--- config.mk ---
export PLATFORM = sky130hd
export DESIGN_NAME = updown_mod_counter
export DESIGN_NICKNAME = d
export VERILOG_FILES = /design/src/rtl/counter_pkg.sv /design/src/rtl/cnt_next_val.sv /design/src/rtl/updown_mod_counter.sv
export SDC_FILE = /design/constraint.sdc
export NUM_CORES = 1
export LEC_CHECK = 0
export BUFFER_PORTS_ARGS = -buffer_cell sky130_fd_sc_hd__buf_2
export CORE_AREA = 2 2 39 41
export CTS_CLUSTER_DIAMETER = 120
export DETAILED_ROUTE_END_ITERATION = 10
export DIE_AREA = 0 0 41 43
export GPL_TIMING_DRIVEN = 1
export SLEW_MARGIN = 20
export SYNTH_ARGS = -nofsm -noshare
export SYNTH_HDL_FRONTEND = slang
export SYNTH_HIERARCHICAL = 1
export SYNTH_SLANG_ARGS = --single-unit
export TNS_END_PERCENT = 100
--- constraint.sdc ---
create_clock -name clk -period 3.1 [get_ports clk]
set_input_delay 0.155 -clock clk [delete_from_list [all_inputs] [get_ports clk]]
set_output_delay 0.155 -clock clk [all_outputs]
set_load 0.02 [all_outputs]
--- src/rtl/counter_pkg.sv ---
`default_nettype none
// ============================================================================
// Module      : counter_pkg
// Description : Shared constants and helpers for the counting primitives.
// Revision    : 1.0 - initial release
// ============================================================================
package counter_pkg;

  // End-of-range behaviour selectors for the SATURATE parameter.
  localparam int CNT_WRAP = 0;
  localparam int CNT_SAT  = 1;

  // Bits needed to hold values 0..v-1 (never less than 1). Parents use this
  // to size WIDTH from the modulus they need.
  function automatic int clog2(input longint unsigned v);
    int n;
    n = 0;
    for (int i = 0; i < 64; i++) begin
      if ((64'd1 << i) < v) begin
        n = i + 1;
      end
    end
    if (n == 0) begin
      n = 1;
    end
    return n;
  endfunction

endpackage
`default_nettype wire

--- src/rtl/cnt_next_val.sv ---
`default_nettype none
// ============================================================================
// Module      : cnt_next_val
// Description : Combinational one-step successor/predecessor within 0..MOD-1,
//               with wrap or saturate at the range ends and a wrap flag.
// Revision    : 1.0 - initial release
// ============================================================================
module cnt_next_val
  import counter_pkg::*;
#(
  parameter int     WIDTH    = 4,
  parameter longint MOD      = 16,
  parameter int     SATURATE = CNT_WRAP
) (
  input  logic [WIDTH-1:0] q_i,
  input  logic             up_i,
  output logic [WIDTH-1:0] next_o,
  output logic             wrap_o
);

  // One extra bit keeps the top value and the +1/-1 steps exact even
  // when the modulus equals 2^WIDTH.
  localparam logic [WIDTH:0] TOP_EXT = (WIDTH+1)'(MOD - 1);
  localparam logic [WIDTH:0] ONE_EXT = (WIDTH+1)'(1);

  logic [WIDTH:0] q_ext;
  logic [WIDTH:0] step_ext;
  logic           unused_step_msb;

  // Step one position in the requested direction, folding at the range ends.
  always_comb begin
    q_ext    = {1'b0, q_i};
    step_ext = q_ext;
    wrap_o   = 1'b0;
    if (up_i) begin
      if (q_ext == TOP_EXT) begin
        if (SATURATE != CNT_SAT) begin
          step_ext = '0;
          wrap_o   = 1'b1;
        end
      end else begin
        step_ext = q_ext + ONE_EXT;
      end
    end else begin
      if (q_ext == '0) begin
        if (SATURATE != CNT_SAT) begin
          step_ext = TOP_EXT;
          wrap_o   = 1'b1;
        end
      end else begin
        step_ext = q_ext - ONE_EXT;
      end
    end
  end

  // Results never exceed MOD-1, so the guard bit is always zero here.
  assign next_o          = step_ext[WIDTH-1:0];
  assign unused_step_msb = step_ext[WIDTH];

endmodule
`default_nettype wire

--- src/rtl/updown_mod_counter.sv ---
`default_nettype none
// ============================================================================
// Module      : updown_mod_counter
// Description : Parametrised synchronous up/down modulo counter with enable,
//               clear, clamped load, wrap/saturate mode and a cascadable
//               combinational terminal count.
// Revision    : 1.0 - initial release
// ============================================================================
module updown_mod_counter
  import counter_pkg::*;
#(
  parameter int     WIDTH     = 4,
  parameter longint MOD       = 16,
  parameter int     SATURATE  = CNT_WRAP,
  parameter longint RESET_VAL = 0
) (
  input  logic             clk,
  input  logic             rst,
  input  logic             en,
  input  logic             up,
  input  logic             clr,
  input  logic             load,
  input  logic [WIDTH-1:0] load_val,
  output logic [WIDTH-1:0] q,
  output logic             tc,
  output logic             wrapped,
  output logic             load_err
);

  // Reject illegal parameter sets at elaboration rather than at run time.
  generate
    if (WIDTH < 1 || WIDTH > 32) begin : g_bad_width
      $error("updown_mod_counter: WIDTH must be in 1..32");
    end
    if (MOD < 2 || MOD > (longint'(1) << WIDTH)) begin : g_bad_mod
      $error("updown_mod_counter: MOD must be in 2..2^WIDTH");
    end
    if (SATURATE != CNT_WRAP && SATURATE != CNT_SAT) begin : g_bad_sat
      $error("updown_mod_counter: SATURATE must be 0 or 1");
    end
    if (RESET_VAL < 0 || RESET_VAL >= MOD) begin : g_bad_rst
      $error("updown_mod_counter: RESET_VAL must be below MOD");
    end
  endgenerate

  localparam logic [WIDTH-1:0] TOP_V   = WIDTH'(MOD - 1);
  localparam logic [WIDTH-1:0] RST_V   = WIDTH'(RESET_VAL);
  localparam logic [WIDTH:0]   MOD_EXT = (WIDTH+1)'(MOD);

  logic [WIDTH-1:0] cnt_q,  cnt_d;
  logic             wrap_q, wrap_d;
  logic             lerr_q, lerr_d;
  logic [WIDTH-1:0] step_val;
  logic             step_wrap;

  cnt_next_val #(
    .WIDTH    (WIDTH),
    .MOD      (MOD),
    .SATURATE (SATURATE)
  ) u_next (
    .q_i    (cnt_q),
    .up_i   (up),
    .next_o (step_val),
    .wrap_o (step_wrap)
  );

  // Priority mux clr > load > en > hold; the pulse flags default low.
  always_comb begin
    cnt_d  = cnt_q;
    wrap_d = 1'b0;
    lerr_d = 1'b0;
    if (clr) begin
      cnt_d = '0;
    end else if (load) begin
      if ({1'b0, load_val} < MOD_EXT) begin
        cnt_d = load_val;
      end else begin
        cnt_d  = TOP_V;
        lerr_d = 1'b1;
      end
    end else if (en) begin
      cnt_d  = step_val;
      wrap_d = step_wrap;
    end
  end

  // State registers; reset overrides every other control.
  always_ff @(posedge clk) begin
    if (rst) begin
      cnt_q  <= RST_V;
      wrap_q <= 1'b0;
      lerr_q <= 1'b0;
    end else begin
      cnt_q  <= cnt_d;
      wrap_q <= wrap_d;
      lerr_q <= lerr_d;
    end
  end

  // Unregistered so a following stage can use it as its enable on this edge.
  assign tc       = en & (up ? (cnt_q == TOP_V) : (cnt_q == '0));
  assign q        = cnt_q;
  assign wrapped  = wrap_q;
  assign load_err = lerr_q;

endmodule
`default_nettype wire

# Word level (Yosys, flattened, before mapping)

Index checks and enable logic that the tools add are counted.

Bits in registers: 5
Bits in latches: 0
Bits in writable memories: 0
Memory bits (read-only): 0
Output and inout bits: 7
Word-level logic and storage cells: 20
Memories kept: 0

Add/subtract/negate cells: 2
$mul: 0
Div/mod/pow operators: 0
Order comparisons: 0
Eq/ne operators: 1
Shift-type cells: 0
Muxes and demuxes: 9
Bitwise gates (word level): 2
Reductions and logical operators: 4

Operator list:

| kind                | count |
|---|---|
| $mux 4              | 5 |
| $add 4x1->4 const B | 1 |
| $eq 4x4->1 const B  | 1 |
| $logic_not 4->1     | 1 |
| $mux 1              | 4 |
| $reduce_or 4->1     | 1 |
| $sub 4x1->4 const B | 1 |
| $reduce_bool 2->1   | 1 |
| $reduce_or 2->1     | 1 |
| $and 1x1->1         | 1 |
| $not 1->1           | 1 |

# Logic depth before layout (Yosys ltp)

Gate-level depths: netlist (run 1).

Word-level depth: 5
Mapped depth: 7
Depth with buffers taken out: 7

# Modules after synthesis

Netlist (run 1), hierarchy kept.

By module, submodules not included:

| module             | times used | cells each | area each (um^2) | seq. area each (um^2) |
|---|---|---|---|---|
| updown_mod_counter | 1          | 27         | 279.0            | 100.1 |
| cnt_next_val       | 1          | 22         | 148.9            | 0.0 |

# Worst setup path after synthesis (run 1)

No wires, ideal clock.

Path kind: register to register
Start: reg cnt_q[0], in the netlist q[0]
End: reg cnt_q[3], in the netlist q[3]
Library setup time: 0.116 ns
Arrival: 1.695 ns
Path slack: 1.289 ns
Cell stages (with the launch flop): 8
Path buffers: 0
Path through: dfxtp_1 -> inv_2 -> ha_1 -> o21bai_1 -> a21oi_1 -> o32ai_1 -> mux2_1 -> o211a_1

Cells in the longest elaborated chain, start to end: 5
Elaborated cells on any way between the ends: 9

Ends and longest elaborated chain:

| what                                | RTL line                               | RTL |
|---|---|---|
| from (decl)                         | updown_mod_counter.sv:50               | `logic [WIDTH-1:0] cnt_q, cnt_d;` |
| from (signal assigned)              | updown_mod_counter.sv:94               | `cnt_q <= cnt_d;` |
| $sub 4x1->4 (tied with other cells) | cnt_next_val.sv:51                     | `step_ext = q_ext - ONE_EXT;` |
| $mux 4, on equally long branches    | cnt_next_val.sv:45, cnt_next_val.sv:36 |  |
| $mux 4 (*)                          | cnt_next_val.sv:35                     | `if (up_i) begin` |
| via step_val[3]                     | updown_mod_counter.sv:53               | `logic [WIDTH-1:0] step_val;` |
| $mux 4 (*)                          | updown_mod_counter.sv:81               | `end else if (en) begin` |
| $mux 4 (*)                          | updown_mod_counter.sv:74               | `end else if (load) begin` |

Mark *: on every way through the listed nets, which the timed path passes. The rest lies on a longest branch. The select of a mux whose other input is x is not followed.
A chain may end at the register's enable or synchronous reset.

# Final worst setup path (run 1)

Same ends and word-level chain as after synthesis.

==> results.cfg, run 1 <==
[floorplan]
die_h_um = 43
io-pin-count = 17
initial_core_util = 0.309
core_area_mm2 = 0.00138
dieArea_mm2 = 0.00176
die_x_um = 41
rows = 14

[detailed_routing]
routed_wl_um = 874
drtIter0Drc = 8
dr.pass1.iters = 4
wire_per_inst_um = 10.7
drcViolationCount = 0
ant_nets = 0
vias_per_cell = 5.06
via_count = 415

[global_route]
track_usage = 0.126
grt_max_degree = 11
antenna_found_initial = 0
grt_first_pass_wirelength_um = 1500
gr-total-overflow = 0
grt_pass1_vias = 368

[setup_path]
rrSetupSlack_ns = 1.29
end_kind = register
r2r_start = q[0]
cp_data_required_time_ns = 3.24
r2r-end = q[3]
startpoint_type = register
arrival_ns = 1.94
path_class = reg -> reg
worst_r2r_path_depth = 7
crit_fanout = 10

[clock_network]
numCtsBuffers = 3
cts_sinks = 5
cts_hold_buf = 0
clkLatencyLatePin_ns = 0.24
clk_path_buf_depth = 2
root_buffer = clkbuf_4
clk_pin_slew_ns = 0.04
cts.repair.resized = 0
h-tree-depth = 1
post_cts.repair.setup_buffers = 0
cts_tree = built

[placed_design]
place_hpwl_um = 691
globalplace.congestion = 0.692
portBuffers = 15

[synthesis]
ys_ff_latch = 5
synthSimpleGateAreaFrac = 0.202
syn_nets = 61
synth_largest_area_cell = dfxtp_1
synth.lib_cells_used.distinct = 26
ys_warn_count = 6
synth_ff_type = dfxtp_1
synth_edf_count = 0
synth_xor_area_frac = 0.0409
synth_cells = 49
yosys-top-cells-area = dfxtp_1 (23%), mux2_1 (11%), o211a_1 (9.4%), ha_1 (5.8%), nand2b_1 (5.8%)
synth-compound-area-share = 0.225
synth_top_area_frac = 0.234
syn-cell-area_um2 = 428
async_reset_ff_frac = 0
yosys.area_share.adder = 0.0585
ys_seq_area_frac = 0.234
synth_top_family_by_area = compound AO/OA/AOI/OAI gates
avgSynthCellArea_um2 = 8.73
muxShareOfSynthArea = 0.152

[timing]
clock.fmax_mhz = 554
rsz0062_at_grt = false
period_minus_slack_ns = 1.81
finalCritPeriodShare = 0.583
finClkSkew_ns = 0.00320
hold_viol = 0
slew_viol_final = 0
fin_setup_tns_ns = 0
setup-violations-final = 0

[hold_path]
hold_path.class = in -> reg
hold_start = clr
min_path_cells = 3
hold_end = q[3]

[cells_and_area]
layout.nets = 79
area_growth_pct = 24.0
final_util = 0.383
n_antenna_cell = 0
drive_gt1_frac = 0.303

[pwr]
p_sw_frac = 0.291
p_seq_frac = 0.373
power_frac_clock = 0.383
p_comb_frac = 0.244
powerDensity_mw_per_mm2 = 373
p_int_uw = 140
p_leak_uw = 0.000291
p_switching_uw = 57.6
p_total_uw = 198
worst_ir_drop_vdd_v = 0.000167

[job]
cap_violations = 0

[run_status]
outcome = completed
## cells in the mapped netlist (2+ instances only)
master and count:
mux2i_1 2, nor2_1 2, nand3_1 2, nand2b_1 4
inv_1 3, a21oi_1 2, dfxtp_1 5, ha_1 2
o211a_1 4, nand2_1 3, mux2_1 4, xnor2_1 2
## cell type report
cell class	instances	area, µm²
clock buffers	4	26.3
fillers	154	853
inverters	4	15.0
multi-input cells	38	294
flip-flops and latches	5	100
well taps	16	20.0
repair buffers	15	75.1
## placed cells by master, fill, tap and decap left out
cell,instances
buf_2,15
dfxtp_1,5
mux2_1,4
nand2b_1,4
o211a_1,4
nand2_1,3
clkbuf_4,3
inv_1,3
nor2_1,2
mux2i_1,2
xnor2_1,2
nand3_1,2
a21oi_1,2
ha_1,2
or4_1,1
or2b_2,1
nand4_1,1
o22ai_1,1
and4b_1,1
conb_1,1
clkbuf_1,1
inv_2,1
a22oi_1,1
a31oi_1,1
o21bai_1,1
a41o_1,1
o32ai_1,1
## cells by family after synthesis
logic type	after synthesis
adders and majority gates	2
other	1
buffers and inverters	6
AOI/OAI and AO/OA	12
DFF	5
muxes	6
and+or+nand+nor	15
xor gates and xnor gates	2
## routing by layer
layer | global-route usage | vias up | wire [µm]
li1 | - | 213 | -
met1 | 0.146 | 191 | 388
met2 | 0.184 | 11 | 439
met3 | 0.0471 | 0 | 45
met4 | 0.0800 | 0 | 0
met5 | 0 | - | 0
## worst max path at each step
stage               slack (ns)   end  startpoint
finish                    1.29  q[3]        q[0]
global route              1.09  q[3]        q[0]
CTS                       1.30  q[3]        q[0]
detailed placement        1.30  q[3]        q[0]
global placement          1.35  q[3]        q[0]
floorplan                 1.29  q[3]        q[0]
## sequential cells by signal, summed over array words and instances (netlist names)
register,flops
q,4
wrapped,1
## critical path, cell delays in order (launching register included)
cell and delay, ns:
dfxtp_1 0.48, inv_2 0.08, ha_1 0.23, o21bai_1 0.16, a21oi_1 0.15, o32ai_1 0.10
mux2_1 0.29, o211a_1 0.20
## stage by stage
step / hold WS (ns) / std cells / instance area (µm²) / worst slack, ns
after floorplan: 0.311 / 49 / 428 / 1.29
after global placement: 0.473 / 78 / 504 / 1.35
after detailed placement: 0.475 / 78 / 504 / 1.30
after CTS: 0.216 / 82 / 531 / 1.30
after global routing: 0.223 / 82 / 531 / 1.09
final: 0.217 / 82 / 531 / 1.29
## power groups by stage
| stage | clock network (µW) | logic, µW | registers (µW) |
|---|---|---|---|
| after detailed placement | 0 | 48.8 | 75.0 |
| final | 75.7 | 48.2 | 73.8 |
| after CTS | 79.5 | 49.0 | 73.7 |
| after global placement | 0 | 47.8 | 75.0 |
| after floorplan | 0 | 31.7 | 77.5 |
| after global routing | 82.4 | 54.2 | 74.9 |
(Power assumes the default switching activity.)
==> run 2, diff against run 1 <==
==> constraint.sdc (replaced) <==
create_clock -name clk -period 1.8 [get_ports clk]
set_input_delay 0.09 -clock clk [delete_from_list [all_inputs] [get_ports clk]]
set_output_delay 0.09 -clock clk [all_outputs]
set_load 0.02 [all_outputs]
==> run 2 against run 1 <==
Net effect: flip-flop and latch count stayed put; power is 76% higher; via count is 2.7% higher; final area is 3.3% higher; global-route usage is 0.92 points lower; critical path type is now reg -> out; largest cell class unchanged; highest routed layer is now met4.
==> results.cfg, run 2 (same netlist as run 1, synthesis figures left out) <==
[cells_and_area]
area_growth_pct = 28.1
drive_gt1_frac = 0.353
stdcell_area_um2 = 548
n_antenna_cell = 0
final_cell_mix = buf_2 (15), mux2_1 (4), nand2b_1 (4), o211a_1 (4)
final_common_cell = buf_2
largest_register_ffs = 4
layout.nets = 81

[detailed_routing]
vias_per_cell = 5.07
wire_per_inst_um = 10.5
dr.pass1.iters = 2
routed_wl_um = 881
drcViolationCount = 0
via_count = 426
drtIter0Drc = 9
ant_nets = 0

[pwr]
p_leak_uw = 0.000303
p_total_uw = 347
worst_ir_drop_vdd_v = 0.000312
powerDensity_mw_per_mm2 = 634

[floorplan]
dieArea_mm2 = 0.00176
core_area_mm2 = 0.00138
die_x_um = 41
rows = 14
initial_core_util = 0.309
die_h_um = 43
io-pin-count = 17

[setup_path]
crit_fanout = 6
arrival_ns = 1.59
cp_data_required_time_ns = 1.71
path_class = reg -> out
end_kind = primary output
startpoint_type = register

[global_route]
grt_max_degree = 11
grt_pass1_vias = 329
grt_first_pass_wirelength_um = 1350
antenna_found_initial = 0
track_usage = 0.117
gr-total-overflow = 0

[timing]
slew_viol_final = 0
finalCritPeriodShare = 0.932
period_minus_slack_ns = 1.68
whs_ns = 0.140
finClkSkew_ns = 0.00104
hold_viol = 0
clock.fmax_mhz = 596
rsz0062_at_grt = false
fin_setup_tns_ns = 0
setup-violations-final = 0

[hold_path]
hold_path.class = in -> reg

[clock_network]
clkLatencyLatePin_ns = 0.25
post_cts.repair.setup_buffers = 0
root_buffer = clkbuf_4
clk_path_buf_depth = 2
cts_tree = built
clk_pin_slew_ns = 0.04
numCtsBuffers = 3
h-tree-depth = 1
cts_sinks = 5

[placed_design]
portBuffers = 15
place_hpwl_um = 671
globalplace.congestion = 0.723
postPlaceCellArea_um2 = 520

[job]
cap_violations = 0

[run_status]
outcome = completed
## run 2: cell count changes in the layout (fill, tap and decap cells not counted)
cell,before,now
buf_4,0,2
dfxtp_1,5,3
dfxtp_2,0,2
## run 2: area by class of cell
cell class / count / area, µm²
fillers: 152 / 836
clock buffers: 4 / 26.3
inverters: 4 / 15.0
repair buffers: 17 / 90.1
well taps: 16 / 20.0
flip-flops and latches: 5 / 103
multi-input cells: 38 / 294
## run 2: path summary, 6_finish.rpt
check,cells after the start,slack [ns],startpoint,to
worst max-delay path,4,0.12,q[0],tc
worst min-delay path,3,0.14,clr,q[0]
worst max register to register,7,0.15,q[0],q[3]
worst min register to register,2,0.64,q[1],q[1]
## run 2: where the power goes
part | total, µW | switching, µW | internal, µW
Clock | 134 | 49.8 | 84.0
Combinational | 88.1 | 44.0 | 44.1
Sequential | 125 | 8.64 | 117
## run 2: per-stage QoR
stage / utilization / setup WS (ns) / std cells
3_3_place_gp: 0.376 / 0.172 / 80
5_1_grt: 0.396 / 0.0385 / 84
6_report: 0.396 / 0.123 / 84
2_1_floorplan: - / 0.00980 / 49
3_5_place_dp: 0.376 / 0.139 / 80
4_1_cts: 0.395 / 0.104 / 84
## run 2: what timing repair did
item | CTS | global route
hold buffers | 0 | 0
endpoints found under the hold margin | 0 | 0
resized for setup | 0 | 1
endpoints found under the setup margin | 0 | 1
## run 2: layer usage
metal,up-vias,GRT usage,wire length [µm]
li1,216,-,-
met1,195,0.142,400
met2,13,0.159,426
met3,2,0.0157,45
met4,0,0.120,8
met5,-,0,0
## run 2: critical path, cell delays in order (launching register included)
cell	delay, ns
dfxtp_2	0.34
buf_4	0.15
or4_1	0.51
o22ai_1	0.17
buf_2	0.18
